[src/rtl/imem_pkg.sv]
// Shared definitions for the instruction-memory loader slice.
// Widths, opcode_type field position and loader state encoding.
package imem_pkg;

  localparam int ADDR_W_DEF = 16;
  localparam int INSTR_W    = 32;
  localparam int BYTE_W     = 8;
  localparam int OPC_HI     = 31;
  localparam int OPC_LO     = 30;

  typedef enum logic [2:0] {
    ST_IDLE,
    ST_RECV,
    ST_WRITE,
    ST_CHECK,
    ST_DONE
  } ld_state_e;

  function automatic logic [1:0] opc_of(
    input logic [INSTR_W-1:0] w
  );
    return w[OPC_HI:OPC_LO];
  endfunction

endpackage

[src/rtl/imem_byte_packer.sv]
// Assembles four bytes into one 32-bit word in the selected lane order.
// Flags the byte that completes a word; holds the word until refilled.
module imem_byte_packer
  import imem_pkg::*;
#(
  parameter bit LITTLE_ENDIAN = 1'b1
) (
  input  logic               clk,
  input  logic               rst,
  input  logic               clr_i,
  input  logic               byte_vld_i,
  input  logic [BYTE_W-1:0]  byte_i,
  output logic [INSTR_W-1:0] word_o,
  output logic               word_done_o
);

  logic [1:0]         cnt_q, cnt_d;
  logic [INSTR_W-1:0] word_q, word_d;

  always_comb begin
    cnt_d  = cnt_q;
    word_d = word_q;
    if (clr_i) begin
      cnt_d = 2'd0;
    end else if (byte_vld_i) begin
      cnt_d = cnt_q + 2'd1;
      // Little-endian: first byte migrates down to bits [7:0].
      if (LITTLE_ENDIAN)
        word_d = {byte_i, word_q[INSTR_W-1:BYTE_W]};
      else
        word_d = {word_q[INSTR_W-BYTE_W-1:0], byte_i};
    end
  end

  always_ff @(posedge clk) begin
    if (rst) begin
      cnt_q  <= 2'd0;
      word_q <= '0;
    end else begin
      cnt_q  <= cnt_d;
      word_q <= word_d;
    end
  end

  assign word_o      = word_q;
  assign word_done_o = byte_vld_i && !clr_i && (cnt_q == 2'd3);

endmodule

[src/rtl/imem_loader.sv]
// Byte-stream loader that fills instruction memory word by word,
// then verifies a trailing XOR checksum byte.
module imem_loader
  import imem_pkg::*;
#(
  parameter int ADDR_W        = ADDR_W_DEF,
  parameter bit LITTLE_ENDIAN = 1'b1
) (
  input  logic               clk,
  input  logic               rst,
  input  logic               start,
  input  logic [ADDR_W-1:0]  base_addr,
  input  logic [ADDR_W-1:0]  word_count,
  input  logic               in_valid,
  input  logic [BYTE_W-1:0]  in_data,
  output logic               in_ready,
  output logic               wr_en,
  input  logic               wr_ready,
  output logic [ADDR_W-1:0]  wr_addr,
  output logic [INSTR_W-1:0] wr_data,
  output logic [1:0]         wr_opcode_type,
  output logic               busy,
  output logic               done,
  output logic               cksum_err
);

  ld_state_e          state_q, state_d;
  logic [ADDR_W-1:0]  addr_q, addr_d;
  logic [ADDR_W-1:0]  left_q, left_d;
  logic [BYTE_W-1:0]  xor_q, xor_d;
  logic               err_q, err_d;

  logic               pk_clr;
  logic               pk_vld;
  logic [INSTR_W-1:0] pk_word;
  logic               pk_done;

  imem_byte_packer #(
    .LITTLE_ENDIAN(LITTLE_ENDIAN)
  ) u_packer (
    .clk        (clk),
    .rst        (rst),
    .clr_i      (pk_clr),
    .byte_vld_i (pk_vld),
    .byte_i     (in_data),
    .word_o     (pk_word),
    .word_done_o(pk_done)
  );

  always_comb begin
    state_d  = state_q;
    addr_d   = addr_q;
    left_d   = left_q;
    xor_d    = xor_q;
    err_d    = err_q;
    in_ready = 1'b0;
    wr_en    = 1'b0;
    done     = 1'b0;
    pk_clr   = 1'b0;
    pk_vld   = 1'b0;
    unique case (state_q)
      ST_IDLE: begin
        if (start) begin
          addr_d  = base_addr;
          left_d  = word_count;
          xor_d   = '0;
          err_d   = 1'b0;
          pk_clr  = 1'b1;
          state_d = (word_count == '0) ? ST_CHECK : ST_RECV;
        end
      end
      ST_RECV: begin
        in_ready = 1'b1;
        if (in_valid) begin
          pk_vld = 1'b1;
          xor_d  = xor_q ^ in_data;
          if (pk_done)
            state_d = ST_WRITE;
        end
      end
      ST_WRITE: begin
        wr_en = 1'b1;
        if (wr_ready) begin
          addr_d  = addr_q + ADDR_W'(1);
          left_d  = left_q - ADDR_W'(1);
          state_d = (left_q == ADDR_W'(1)) ? ST_CHECK : ST_RECV;
        end
      end
      ST_CHECK: begin
        in_ready = 1'b1;
        if (in_valid) begin
          if (in_data != xor_q)
            err_d = 1'b1;
          state_d = ST_DONE;
        end
      end
      ST_DONE: begin
        done    = 1'b1;
        state_d = ST_IDLE;
      end
      default: state_d = ST_IDLE;
    endcase
  end

  always_ff @(posedge clk) begin
    if (rst) begin
      state_q <= ST_IDLE;
      addr_q  <= '0;
      left_q  <= '0;
      xor_q   <= '0;
      err_q   <= 1'b0;
    end else begin
      state_q <= state_d;
      addr_q  <= addr_d;
      left_q  <= left_d;
      xor_q   <= xor_d;
      err_q   <= err_d;
    end
  end

  assign wr_addr        = addr_q;
  assign wr_data        = pk_word;
  assign wr_opcode_type = opc_of(pk_word);
  assign busy           = (state_q != ST_IDLE);
  assign cksum_err      = err_q;

endmodule

[config.mk]
export PLATFORM = sky130hd
export DESIGN_NAME = imem_loader
export DESIGN_NICKNAME = d
export VERILOG_FILES = /design/src/rtl/imem_pkg.sv /design/src/rtl/imem_byte_packer.sv /design/src/rtl/imem_loader.sv
export SDC_FILE = /design/constraint.sdc
export NUM_CORES = 1
export LEC_CHECK = 0
export ABC_AREA = 1
export BUFFER_PORTS_ARGS = -buffer_cell sky130_fd_sc_hd__buf_2
export CORE_MARGIN = 2
export CORE_UTILIZATION = 44
export CTS_BUF_LIST = sky130_fd_sc_hd__clkbuf_8
export DETAILED_ROUTE_END_ITERATION = 6
export GPL_TIMING_DRIVEN = 1
export PLACE_DENSITY = 0.63
export SETUP_SLACK_MARGIN = 0.15
export SLEW_MARGIN = 20
export SYNTH_ARGS = -nofsm -noshare
export SYNTH_HDL_FRONTEND = slang
export SYNTH_HIERARCHICAL = 1
export SYNTH_SLANG_ARGS = --single-unit
[constraint.sdc]
create_clock -name clk -period 2.02 [get_ports clk]
set_input_delay 0.202 -clock clk [delete_from_list [all_inputs] [get_ports clk]]
set_output_delay 0.202 -clock clk [all_outputs]
set_load 0.03 [all_outputs]
==> qor.csv <==
metric;value;unit
total track usage;0.208;
GRT overflow;0;
H-tree depth;3;
layout cells sized above 1;0.197;
via/cell ratio;4.87;
initial antenna violation count;0;
Synth Warn #;6;
core area;9860;um2
first-pass GRT wire length;19300;um
via count;4625;
CP Max Fanout;52;
CTS root buffer;clkbuf_8;
initial detailed-routing violation count;186;
Rows;36;
post-synthesis sequential area ratio;0.346;
syn nets;775;
synthesized area per cell;6.22;um2
flops & latches, synth;78;
clock skew;13.2;ps
die height;105;um
Routed WL per cell;11.9;um
DRC viols;0;
Leak;2.50;nW
hold violation count in the final report;0;
kind of critical path;reg -> out;
antenna cells;0;
full die area;11100;um2
Hold WS;140;ps
Most used DFF post-synth;dfxtp_1;
CTS tree;done;
hold_buf cts;0;
final period utilization;0.841;
Power Density;1510;nW/um2
post-placement setup slack;331;ps
CP Buf/Inv Count;4;
post-synthesis cell type count;30;
Hold Path Class;in -> reg;
vias in the first global route;4097;
clock sinks;78;
Initial Utilization;0.458;
Final Core Density;0.536;
Mapped Area;4520;um2
clk slew on worst S/H paths;90;ps
Post-synth EDFFs;0;
Critical Path RT;1820;ps
CP max-delay cell;dfxtp_1;
worst-margin pin slew;577;ps
antenna-violating nets left;0;
delay-heaviest family, CP;buffers and inverters;
IO Pins;100;
Setup TNS;0;ps
Final Max Tran Viols;0;
max-cap viol count;0;
fin crit period;1700;ps
clock buffer depth;2;
Die Span X;105;um
slowest cell delay on critical path;350;ps
First-pass DRT Iterations;5;
FFs w/ async S/R, synth;0;
Num CTS Buffers;9;
P&R area growth vs syn;16.9;%
final-stage net count;861;
port buffer count;99;
postcts setup bufs;0;
CP cell instances;inv_1, nand3_4, inv_4, buf_12, buf_2;
Final WS setup;321;ps
Clk Latency, worst-skew pair;350;ps
Worst setup SP type;register;
HPWL Detailed;7950;um
Gate Count Post-Synth;726;
Placer Congestion;0.844;
maximum VDD drop;0.704;mV
Fmax achieved;0.588;GHz
CP arrival;1500;ps
largest net degree at the start of global routing;53;
RSZ-0062 raised after global routing;no;
Slew HR;0.615;
Final setup viols;0;
filler cell count;1072;
outcome;finished, final reports clean;
Routed WL;11300;um
crit end category;output port;
==> path summary, 6_finish.rpt <==
path / startpoint / endpoint / slack [ps] / depth (start not counted)
worst min register to register: u_packer/cnt_q[1] / u_packer/cnt_q[1] / 470 / 2
worst max-delay path: state_q[2] / wr_en / 320 / 5
worst min-delay path: base_addr[2] / wr_addr[2] / 140 / 3
worst max register to register: state_q[1] / state_q[1] / 360 / 10
==> metrics by stage <==
step | std cells | instance area [um2] | power (W)
global route | 950 | 5280 | 0.00874
finish | 950 | 5280 | 0.00798
global placement | 934 | 5090 | 0.00679
detailed placement | 934 | 5090 | 0.00686
floorplan | 726 | 4530 | 0.00591
CTS | 950 | 5270 | 0.00799
==> state kept, by name, indices dropped and copies added, names as in the netlist <==
| register | cells |
|---|---|
| u_packer/word_o | 32 |
| state_q | 3 |
| u_packer/cnt_q | 2 |
| xor_q | 8 |
| cksum_err | 1 |
| wr_addr | 16 |
| left_q | 16 |
==> metal layers <==
metal | wire length, um | track usage | vias up
met3 | 568 | 0.0353 | 11
met2 | 5230 | 0.325 | 122
li1 | - | - | 2447
met1 | 5390 | 0.293 | 2045
met5 | 0 | 0 | -
met4 | 113 | 0.0600 | 0
==> layout make-up <==
| type | count | area (um2) | share of cell area |
|---|---|---|---|
| multi-input combinational | 523 | 2430 | 0.460 |
| clock inverter | 7 | 55.1 | 0.0104 |
| tap | 133 | 166 | 0.0315 |
| timing repair buffer | 109 | 596 | 0.113 |
| sequential | 78 | 1560 | 0.296 |
| clock buffer | 9 | 124 | 0.0234 |
| inverter | 91 | 349 | 0.0661 |
==> timing repair <==
item	4_1_cts	5_1_grt
endpoints found under the setup margin	0	5
gates resized for setup	0	5
endpoints found under the hold margin	0	0
==> power breakdown <==
part / internal, W / switching, W / total [W]
sequential: 0.00205 / 0.000493 / 0.00255
combinational: 0.00141 / 0.00291 / 0.00432
clock: 0.000460 / 0.000644 / 0.00110
total: 0.00393 / 0.00405 / 0.00798
==> worst register-to-register path, stage by stage, from the launching register on <==
cell,delay [ps]
dfxtp_2,380
nor2_4,150
nand2_2,140
nor2_4,160
inv_2,50
and3_1,130
o21ai_0,210
nand2_1,100
nand3_1,100
nand2_1,60
a21oi_1,130
==> layout by cell type, fill, tap and decap left out, drive strengths merged <==
cell,n
nand4,9
xnor2,7
o211ai,3
xor2,3
o21ai,41
nand3b,5
nand2,168
or2,16
dfxtp,78
ha,4
and3,1
nand3,77
o31ai,1
inv,94
a21oi,41
o21a,1
clkinv,2
nor2,141
clkinvlp,2
clkbuf,9
buf,109
nor3,5
==> Yosys cell counts, drive strengths merged (3+ instances only) <==
cell      n  area share
o211ai    3      0.0050
nor2    141        0.12
a21oi    41       0.045
nand4     9       0.012
nand3    77       0.091
o21ai    41       0.046
ha        4       0.011
inv      91       0.077
nand2   168        0.14
or2      16       0.022
buf      24       0.037
dfxtp    78        0.35
xor2      3      0.0058
nand3b    5      0.0083
clkbuf   10      0.0083
nor3      5      0.0055
xnor2     7       0.014
==> cells by family after synthesis <==
| group | Yosys count | share of synthesized area |
|---|---|---|
| fa+ha+maj | 4 | 0.0111 |
| compound gates | 87 | 0.0999 |
| buf+inv | 125 | 0.122 |
| flops | 78 | 0.346 |
| xor+xnor | 10 | 0.0194 |
| simple gates | 422 | 0.402 |
(Power assumes the default switching activity.)
